[src/rtl/bus_xfer_queue.sv]
// Request queue that turns byte-addressed requests into lane-aligned bus beats (mask/data/err computed at push).
// Latency 1 (no bypass when empty); req_ready_o drops only when full and never depends on out_ready_i.
module bus_xfer_queue #(
  parameter  int AW    = 32,
  parameter  int DW    = 32,
  parameter  int AIW   = 8,
  parameter  int DUW   = 16,
  parameter  int Depth = 4,
  localparam int DBW   = DW / 8,
  localparam int SZW   = $clog2($clog2(DBW) + 1),
  localparam int LW    = $clog2(Depth + 1)
) (
  input  logic           clk_i,
  input  logic           rst_ni,
  input  logic           req_valid_i,
  output logic           req_ready_o,
  input  logic [AW-1:0]  req_addr_i,
  input  logic           req_we_i,
  input  logic [SZW-1:0] req_size_i,
  input  logic [DW-1:0]  req_wdata_i,
  input  logic [AIW-1:0] req_source_i,
  input  logic [DUW-1:0] req_user_i,
  output logic           out_valid_o,
  input  logic           out_ready_i,
  output logic [AW-1:0]  out_addr_o,
  output logic           out_we_o,
  output logic [DBW-1:0] out_mask_o,
  output logic [DW-1:0]  out_wdata_o,
  output logic [AIW-1:0] out_source_o,
  output logic [DUW-1:0] out_user_o,
  output logic           out_err_o,
  output logic [LW-1:0]  level_o
);
  localparam int OB = $clog2(DBW);
  localparam int PW = (Depth > 1) ? $clog2(Depth) : 1;

  typedef struct packed {
    logic [AW-1:0]  addr;
    logic           we;
    logic [DBW-1:0] mask;
    logic [DW-1:0]  wdata;
    logic [AIW-1:0] source;
    logic [DUW-1:0] user;
    logic           err;
  } entry_t;

  entry_t          mem [Depth];
  entry_t          push_ent;
  entry_t          head;
  logic [PW-1:0]   wptr, rptr;
  logic [LW-1:0]   level;
  logic            run;
  logic            push, pop;
  logic            err_c;
  int              off, nbytes;

  function automatic logic [PW-1:0] ptr_inc(input logic [PW-1:0] p);
    return (p == PW'(Depth - 1)) ? '0 : p + PW'(1);
  endfunction

  // run holds ready low throughout reset and rises on the first edge after release.
  assign req_ready_o = run && (level != LW'(Depth));
  assign out_valid_o = (level != '0);
  assign push        = req_valid_i && req_ready_o;
  assign pop         = out_valid_o && out_ready_i;
  assign level_o     = level;

  always_comb begin
    off    = int'(req_addr_i[OB-1:0]);
    nbytes = 1 << int'(req_size_i);
    err_c  = (int'(req_size_i) > OB) || ((off & (nbytes - 1)) != 0);
    push_ent        = '0;
    push_ent.addr   = {req_addr_i[AW-1:OB], {OB{1'b0}}};
    push_ent.we     = req_we_i;
    push_ent.source = req_source_i;
    push_ent.user   = req_user_i;
    push_ent.err    = err_c;
    for (int i = 0; i < DBW; i++) begin
      push_ent.mask[i] = !err_c && (i >= off) && (i < off + nbytes);
    end
    // Reads still carry the lane mask but never data.
    push_ent.wdata = (err_c || !req_we_i) ? '0 : req_wdata_i << (8 * off);
  end

  always_ff @(posedge clk_i or negedge rst_ni) begin
    if (!rst_ni) begin
      wptr  <= '0;
      rptr  <= '0;
      level <= '0;
      run   <= 1'b0;
    end else begin
      run <= 1'b1;
      if (push) wptr <= ptr_inc(wptr);
      if (pop)  rptr <= ptr_inc(rptr);
      if (push && !pop)      level <= level + LW'(1);
      else if (!push && pop) level <= level - LW'(1);
    end
  end

  always_ff @(posedge clk_i) begin
    if (push) mem[wptr] <= push_ent;
  end

  assign head         = mem[rptr];
  assign out_addr_o   = head.addr;
  assign out_we_o     = head.we;
  assign out_mask_o   = head.mask;
  assign out_wdata_o  = head.wdata;
  assign out_source_o = head.source;
  assign out_user_o   = head.user;
  assign out_err_o    = head.err;
endmodule

[config.mk]
export PLATFORM = sky130hd
export DESIGN_NAME = bus_xfer_queue
export DESIGN_NICKNAME = d
export VERILOG_FILES = /design/src/rtl/bus_xfer_queue.sv
export SDC_FILE = /design/constraint.sdc
export NUM_CORES = 1
export LEC_CHECK = 0
export BUFFER_PORTS_ARGS = -buffer_cell sky130_fd_sc_hd__buf_2
export CORE_MARGIN = 3
export CORE_UTILIZATION = 52
export CTS_BUF_LIST = sky130_fd_sc_hd__clkbuf_16
export CTS_CLUSTER_SIZE = 25
export DETAILED_ROUTE_END_ITERATION = 10
export GPL_TIMING_DRIVEN = 0
export PLACE_DENSITY_LB_ADDON = 0.05
export SETUP_SLACK_MARGIN = 0.1
export SYNTH_ARGS = -nofsm -noshare
export SYNTH_HDL_FRONTEND = slang
export SYNTH_SLANG_ARGS = --single-unit
[constraint.sdc]
create_clock -name clk_i -period 3.6 [get_ports clk_i]
set_clock_uncertainty 0.2 [all_clocks]
set_input_delay 0.36 -clock clk_i [delete_from_list [all_inputs] [get_ports clk_i]]
set_output_delay 0.36 -clock clk_i [all_outputs]
set_load 0.01 [all_outputs]
==> flow_summary_export.csv, run 1 <==
group,metric,value,unit
run_status,status,"finished, final reports clean",
critical_path,cp.required,3040,ps
floorplan,pin_count,194,
floorplan,die_h,174,um
logic_synthesis,synth_cell_type_count,37,
critical_path,path_cells,"buf_2 -> buf_2 -> mux4_2 -> buf_2",
worst_hold_path,hold_class,"in2async",
route,vias_per_cell,5.58,
route,drc_errors,0,
timing,hold_viol,0,
power_and_ir_drop,vdd_drop_max,0.496,mV
route,routed_wl,29.8,mm
cts,tritoncts,"built",
timing,setup_viol,0,
placement,portBuffers,191,
critical_path,rrSetupSlack,890,ps
critical_path,cp-start-kind,"flop",
grt,globalRouteTotalUtil,20.0,%
timing,slew_headroom,56.5,%
layout,fin_cells,1333,
cts,worstSkewPairLatency,510,ps
logic_synthesis,synth.cell_area,0.0146,mm2
cts,cts_made_buffers,39,
logic_synthesis,yosysTopAreaCellShare,75.7,%
cts,htreeDepth,2,
power_and_ir_drop,p_per_area,726,mW/mm2
critical_path,worstSetupPathType,"reg2out",
critical_path,cpPeakStageDelay,480,ps
floorplan,fp.dieW,174,um
floorplan,design.die.area,0.0301,mm2
critical_path,cp.arrival,2240,ps
cts,cts_sinks,376,
floorplan,num_rows,60,
logic_synthesis,synth_seq_cells,376,
placement,hpwl,19.4,mm
route,met3WireLength,1.84,mm
grt,grt_antenna_before_repair,2,
cts,cts_resized,0,
route,ant_nets,0,
logic_synthesis,synth.largest_area_cell,"edfxtp_1",
logic_synthesis,synth_edf_count,368,
logic_synthesis,yosys-top-cells-count,"edfxtp_1, mux4_2, nor2_1, a211oi_1, mux2i_1",
logic_synthesis,async_reset_ff_share,2.13,%
layout,layout-drive-gt1-share,39.7,%
critical_path,end_kind,"primary output",
floorplan,core_area,0.0273,mm2
layout,nNetsFinal,1037,
timing,tightest_slew,652,ps
cts,cts_root_buf,"clkbuf_16",
grt,grt_max_degree,36,
logic_synthesis,syn_avg_cell_area,23.0,um2
route,wire_per_inst,22.4,um
critical_path,crit_path_max_fanout,10,
route,vias,7439,
timing,timing.final.crit_share,77.7,%
timing,rsz0062_at_grt,"false",
floorplan,initial_core_util,53.6,%
grt,grt_pass1_vias,7982,
route,drt-met1-wl,12.2,mm
flow_run,drv_cap,0,
critical_path,cp_slowest_cell,"dfrtp_1",
logic_synthesis,ys_top_cells_by_area,"edfxtp_1, mux4_2, dfrtp_1",
critical_path,crit_top_cell,"buf_2",
logic_synthesis,yosysSeqAreaShare,77.0,%
layout,area_growth,23.1,%
grt,grt_pass1_wl,46.5,mm
timing,holdWs,19.1,ps
timing,fmax,0.358,GHz
logic_synthesis,synthFlopType,"edfxtp_1",
timing,fin_crit,2800,ps
logic_synthesis,yosys_warnings,0,
route,dr_wl_met2,15.0,mm
power_and_ir_drop,cellLeakagePower,6.30,nW
timing,slew_viol_final,0,
grt,overflow,0,
cts,path_clk_slew,60,ps
cts,cts_buffer_depth,3,
placement,gpl.final_weighted_congestion,0.803,
route,drt_iter0_markers,552,
route,first_pass_iters,5,
logic_synthesis,post-synth-top-count-cell,"edfxtp_1",
placement,dp.cells,1206,
route,maxUsedRoutingLayer,"met5",
logic_synthesis,syn_inst,634,
==> worst max-delay path: cells and delay by family (launching register included) <==
family   cells  cell delay, ps
mux          1             390
buf+inv      3             850
flops        1             480
==> power by group <==
part           internal [mW]  switching, mW
sequential              5.33          0.140
clock                   2.25           1.55
combinational           1.85           1.94
total                   9.43           3.63
==> state kept, by name, summed over array words and instances (netlist names) <==
signal,count
mem,368
level_o,3
rptr,2
wptr,2
run,1
==> cell usage in the layout, fill, tap and decap left out, drive strengths merged, types with 2 or more instances in the layout <==
cell type,Yosys,layout
nor2b,10,10
edfxtp,368,368
nand2,5,5
clkbuf,6,45
a211oi,17,17
xor2,2,2
conb,2,3
inv,8,17
fa,2,2
mux2,5,5
a2bb2oi,7,7
mux2i,16,16
and2,12,12
buf,27,226
diode,0,2
bufinv,0,4
clkinv,0,16
nand2b,4,4
nor2,22,22
mux4,92,92
a2111oi,2,2
dlygate4sd3,0,56
dfrtp,8,8
ha,9,9
==> repair_timing <==
item,4_1_cts,5_1_grt
setup buffers,0,0
hold buffers,56,0
hold endpoints to repair,228,0
==> cell families after synthesis <==
| logic type | share of synthesized area (%) |
|---|---|
| buffers and inverters | 2.16 |
| XOR/XNOR | 0.180 |
| AO/OA/AOI/OAI | 1.94 |
| adder cells (fa/ha/maj) | 1.05 |
| flip-flops | 77.0 |
| other | 0.0514 |
| AND/OR/NAND/NOR | 1.91 |
| multiplexers | 15.7 |
==> metal layers <==
metal | vias to the layer above | track usage [%]
li1 | 3256 | -
met4 | 2 | 6.40
met5 | - | 0
met1 | 3884 | 26.8
met2 | 241 | 33.1
met3 | 56 | 4.64
==> metrics by stage <==
step                worst slack, ps  setup TNS (ps)  power, mW  cell area, um2  utilization [%]
floorplan                       857               0       7.99           14600                -
global placement              -62.3          -17180       9.27           16000             58.8
detailed placement              673               0       9.38           16200             59.4
CTS                             739               0       13.3           18000             65.9
global route                    671               0       13.7           18000             66.0
finish                          804               0       13.1           18000             66.0
==> cell type report <==
cell class | count | area (um2)
Antenna cell | 2 | 5.00
Sequential cell | 376 | 11300
Fill cell | 1873 | 9280
Clock buffer | 39 | 976
Timing Repair Buffer | 255 | 1680
Tap cell | 372 | 465
Inverter | 8 | 30.0
Multi-Input combinational cell | 218 | 3050
Clock inverter | 30 | 235
Buffer | 33 | 285
==> final timing paths <==
check	start	end	depth (start not counted)
worst min-delay path	rst_ni	rptr[0]	2
max in group asynchronous	rst_ni	level_o[0]	2
worst max register to register	level_o[0]	mem[3][4]	5
worst min register to register	level_o[2]	level_o[2]	1
min in group clk_i	out_ready_i	rptr[1]	3
worst max-delay path	rptr[1]	out_wdata_o[19]	4
(Power assumes the default switching activity.)
==> inputs of run 2 (changes only) <==
Settings changed: CORE_UTILIZATION 52 to 57.
Clock period 3.6 ns to 2.6 ns, I/O delays scaled along.
==> flow_summary_export.csv, run 2 (synthesized netlist as in run 1, its figures left out) <==
group,metric,value,unit
route,maxUsedRoutingLayer,"met4",
critical_path,cp.arrival,2110,ps
layout,mostFrequentLayoutCells,"edfxtp_1, buf_2, mux4_2",
layout,multi_input_area,0.00312,mm2
critical_path,crit_path_max_fanout,5,
grt,grt_max_degree,54,
critical_path,critPathCapture,"out_addr_o[5]",
power_and_ir_drop,p_per_area,1040,mW/mm2
route,drt-met1-wl,12.7,mm
critical_path,crit_family,"buffers and inverters",
layout,top_register,"mem",
cts,worstSkewPairLatency,520,ps
timing,fin_tns_setup,0,ps
grt,grt_pass1_wl,47.0,mm
power_and_ir_drop,clkPwrFrac,26.1,%
power_and_ir_drop,switching_share,27.5,%
timing,timing.final.crit_share,99.0,%
route,routed_wl,31.7,mm
cts,cts_root_buf,"clkbuf_16",
route,drc_errors,0,
layout,diodes,0,
layout,area_growth,28.7,%
route,vias,7504,
timing,setup_viol,0,
critical_path,critPathLaunch,"rptr[0]",
floorplan,num_rows,57,
critical_path,cp.depth,6,
floorplan,pin_count,194,
power_and_ir_drop,finalPower,19.6,mW
floorplan,fp.dieW,166,um
critical_path,end_kind,"primary output",
critical_path,cp_slowest_cell,"mux4_2",
floorplan,core_area,0.0247,mm2
critical_path,cp-start-kind,"flop",
timing,slew_headroom,52.4,%
power_and_ir_drop,seqPwrFrac,38.7,%
cts,cts_sinks,376,
grt,grt_antenna_before_repair,0,
route,vias_per_cell,5.72,
critical_path,worstSetupPathType,"reg2out",
cts,htreeDepth,2,
placement,pre_cts_ws,-196,ps
timing,fmax,0.388,GHz
layout,final_common_cell,"edfxtp_1",
power_and_ir_drop,power.switching,5.39,mW
flow_run,drv_cap,0,
layout,fill_cells,1425,
route,first_pass_iters,5,
cts,cts_buffer_depth,3,
power_and_ir_drop,comb_power_share,35.2,%
grt,overflow,0,
critical_path,r2r_end,"level_o[2]",
route,met3WireLength,2.29,mm
layout,nNetsFinal,1069,
worst_hold_path,hold_class,"in2reg",
critical_path,cp.buffers_inverters,5,
floorplan,die_h,166,um
floorplan,design.die.area,0.0276,mm2
grt,globalRouteTotalUtil,22.4,%
timing,tightest_slew,709,ps
placement,gpl.final_weighted_congestion,0.879,
timing,hold_viol,0,
critical_path,r2r_cells,8,
grt,grt_pass1_vias,8066,
cts,path_clk_slew,60,ps
critical_path,timing.rr.start,"level_o[0]",
critical_path,rrSetupSlack,210,ps
route,drt_iter0_markers,732,
timing,finalWorstSetupSlack,25.2,ps
placement,hpwl,18.3,mm
route,dr_wl_met2,16.1,mm
layout,layout-drive-gt1-share,41.2,%
cts,cts_made_buffers,38,
layout,largest_reg_flops,368,
timing,holdWs,37.2,ps
critical_path,cpPeakStageDelay,510,ps
critical_path,path_cells,"buf_6 -> buf_4 -> buf_6 -> clkbuf_16 -> mux4_2 -> buf_6",
layout,fin_area,0.0188,mm2
layout,fin_cells,1311,
floorplan,initial_core_util,59.0,%
timing,slew_viol_final,0,
layout,final_util,76.0,%
placement,dp.cells,1154,
placement,portBuffers,191,
critical_path,crit_top_cell,"buf_6",
cts,tritoncts,"built",
timing,rsz0062_at_grt,"true",
power_and_ir_drop,cellLeakagePower,6.67,nW
route,wire_per_inst,24.2,um
critical_path,cp.required,2140,ps
layout,regArea,0.0113,mm2
timing,fin_crit,2570,ps
placement,placed_cell_area,0.0161,mm2
run_status,status,"finished, final reports clean",
route,ant_nets,0,
power_and_ir_drop,vdd_drop_max,0.711,mV
power_and_ir_drop,p_int,14.2,mW
==> run 2: cell count changes in the layout (fill, tap and decap cells not counted), sizes merged <==
| cell | before | now |
|---|---|---|
| buf | 226 | 236 |
| bufbuf | 0 | 1 |
| clkbuf | 45 | 54 |
| dlygate4sd3 | 56 | 64 |
| inv | 17 | 15 |
| and2 | 12 | 19 |
| diode | 2 | 0 |
| clkinv | 16 | 13 |
| bufinv | 4 | 2 |
==> run 2: power by group through the flow <==
| stage | combinational, mW | sequential (mW) | clock [mW] |
|---|---|---|---|
| floorplan | 3.40 | 7.66 | 0 |
| global placement | 5.09 | 7.70 | 0 |
| detailed placement | 5.23 | 7.70 | 0 |
| CTS | 6.23 | 7.59 | 5.21 |
| global route | 7.33 | 7.64 | 5.47 |
| finish | 6.91 | 7.58 | 5.12 |
==> run 2: repair_timing <==
item	4_1_cts	5_1_grt
cloned	9	7
hold buffers	64	0
setup endpoints to repair	291	222
resized for setup	50	57
pin swaps	4	3
endpoints found under the hold margin	251	0
setup buffers	6	8
==> run 2: worst min path at each step <==
stage                   start          to  slack, ps  cells after the start
2_1_floorplan          rst_ni  level_o[0]       -240                      0
3_3_place_gp           rst_ni     rptr[0]        -90                      1
3_5_place_dp           rst_ni  level_o[1]        -80                      1
4_1_cts        req_wdata_i[7]  mem[2][32]          2                      2
5_1_grt        req_wdata_i[7]  mem[2][32]         40                      2
6_report       req_wdata_i[7]  mem[2][32]         40                      2
==> run 2: final cells by class <==
cell class                      count  area share, %
Tap cell                          324           2.16
Buffer                             33           1.80
Clock inverter                     23          0.805
Clock buffer                       41           5.46
Sequential cell                   376           59.9
Multi-Input combinational cell    225           16.6
Timing Repair Buffer              281           13.2
Inverter                            8          0.160
==> run 2: metal layers <==
metal	vias to the layer above	GRT usage, %
met5	-	0
met4	0	6.65
met3	46	4.95
met2	290	37.1
met1	3859	30.6
li1	3309	-
==> inputs of run 3 (changes only) <==
Settings changed: REMOVE_ABC_BUFFERS from default to 1.
==> flow_summary_export.csv, run 3 (synthesized netlist as in run 1, its figures left out) <==
group,metric,value,unit
critical_path,cp.required,2140,ps
layout,final_common_cell,"edfxtp_1",
placement,portBuffers,191,
grt,overflow,0,
timing,holdWs,59.7,ps
critical_path,cp.arrival,2020,ps
route,routed_wl,30.8,mm
grt,globalRouteTotalUtil,22.2,%
critical_path,r2r_end,"level_o[2]",
critical_path,timing.rr.start,"level_o[0]",
cts,cts_sinks,376,
layout,nNetsFinal,1036,
timing,slew_headroom,42.5,%
floorplan,pin_count,194,
timing,hold_viol,0,
flow_run,drv_cap,0,
cts,cts_made_buffers,38,
critical_path,crit_path_max_fanout,8,
timing,rsz0062_at_grt,"true",
layout,top_register,"mem",
placement,gpl.final_weighted_congestion,0.776,
cts,path_clk_slew,60,ps
layout,fill_cells,1441,
layout,regArea,0.0113,mm2
power_and_ir_drop,vdd_drop_max,0.760,mV
placement,hpwl,16.4,mm
power_and_ir_drop,finalPower,18.6,mW
grt,grt_max_degree,54,
route,ant_nets,0,
grt,grt_pass1_vias,8019,
layout,layout-drive-gt1-share,38.8,%
critical_path,end_kind,"primary output",
route,drc_errors,0,
floorplan,fp.dieW,166,um
timing,tightest_slew,862,ps
cts,worstSkewPairLatency,510,ps
critical_path,worstSetupPathType,"reg2out",
layout,mostFrequentLayoutCells,"edfxtp_1, buf_2, mux4_2",
layout,area_growth,25.1,%
floorplan,initial_core_util,59.0,%
floorplan,die_h,166,um
route,drt_iter0_markers,672,
floorplan,num_rows,57,
route,wire_per_inst,24.0,um
power_and_ir_drop,cellLeakagePower,6.43,nW
critical_path,critPathCapture,"out_wdata_o[0]",
cts,tritoncts,"built",
timing,fin_crit,2480,ps
layout,largest_reg_flops,368,
cts,cts_buffer_depth,3,
timing,fmax,0.404,GHz
timing,fin_tns_setup,0,ps
worst_hold_path,hold_class,"in2reg",
critical_path,r2r_cells,8,
floorplan,design.die.area,0.0276,mm2
timing,setup_viol,0,
floorplan,core_area,0.0247,mm2
route,vias,7488,
placement,pre_cts_ws,-336,ps
critical_path,cp-start-kind,"flop",
route,first_pass_iters,5,
cts,htreeDepth,2,
critical_path,critPathLaunch,"rptr[0]",
route,vias_per_cell,5.84,
layout,multi_input_area,0.00311,mm2
critical_path,rrSetupSlack,260,ps
grt,grt_antenna_before_repair,3,
timing,finalWorstSetupSlack,122,ps
grt,grt_pass1_wl,46.5,mm
run_status,status,"finished, final reports clean",
timing,slew_viol_final,0,
power_and_ir_drop,p_per_area,1020,mW/mm2
timing,timing.final.crit_share,95.3,%
cts,cts_root_buf,"clkbuf_16",
## run 3: where the power goes
part	leakage, nW	internal (mW)	switching (mW)
clock	0.602	2.82	2.05
sequential	3.45	7.39	0.212
combinational	2.37	3.16	2.94
total	6.43	13.4	5.21
## run 3: layout make-up
| type | count | share of cell area, % |
|---|---|---|
| sequential | 376 | 61.6 |
| multi-input combinational | 224 | 17.0 |
| timing repair buffer | 282 | 12.7 |
| clock buffer | 41 | 5.62 |
| tap | 324 | 2.22 |
| clock inverter | 27 | 0.582 |
| inverter | 8 | 0.164 |
| antenna | 1 | 0.0137 |
## run 3: worst max-delay path: stages (launching register included)
cell and delay [ps]:
dfrtp_4 440, buf_12 190, clkbuf_16 190, mux4_2 520, buf_6 150
## run 3: how the worst min path moves through the flow
stage | endpoint | start | slack, ps | cells after the start
finish | mem[3][46] | req_wdata_i[13] | 60 | 3
global route | mem[3][38] | req_wdata_i[13] | 60 | 3
CTS | mem[1][41] | req_wdata_i[8] | 30 | 3
detailed placement | wptr[1] | rst_ni | -80 | 1
global placement | run | rst_ni | -100 | 1
floorplan | level_o[0] | rst_ni | -240 | 0
## run 3: timing repair
action / CTS / global route
pin swaps: 4 / 1
buffers inserted: 6 / 5
gates cloned: 10 / 4
hold buffers: 66 / 0
endpoints found under the setup margin: 297 / 284
gates resized for setup: 10 / 38
hold endpoints to repair: 262 / 0
## run 3: per-stage QoR
stage	cell area, um2	instances	utilization [%]
after floorplan	14300	602	-
after global placement	15700	1117	63.4
after detailed placement	15900	1124	64.2
after CTS	18000	1274	72.8
after global routing	18300	1282	73.8
final	18300	1283	73.8
## run 3: per-layer routing
metal	routed length, um	global-route usage (%)
met1	12300	29.4
met2	15700	37.6
met3	2040	5.19
met4	738	6.62
met5	30	0
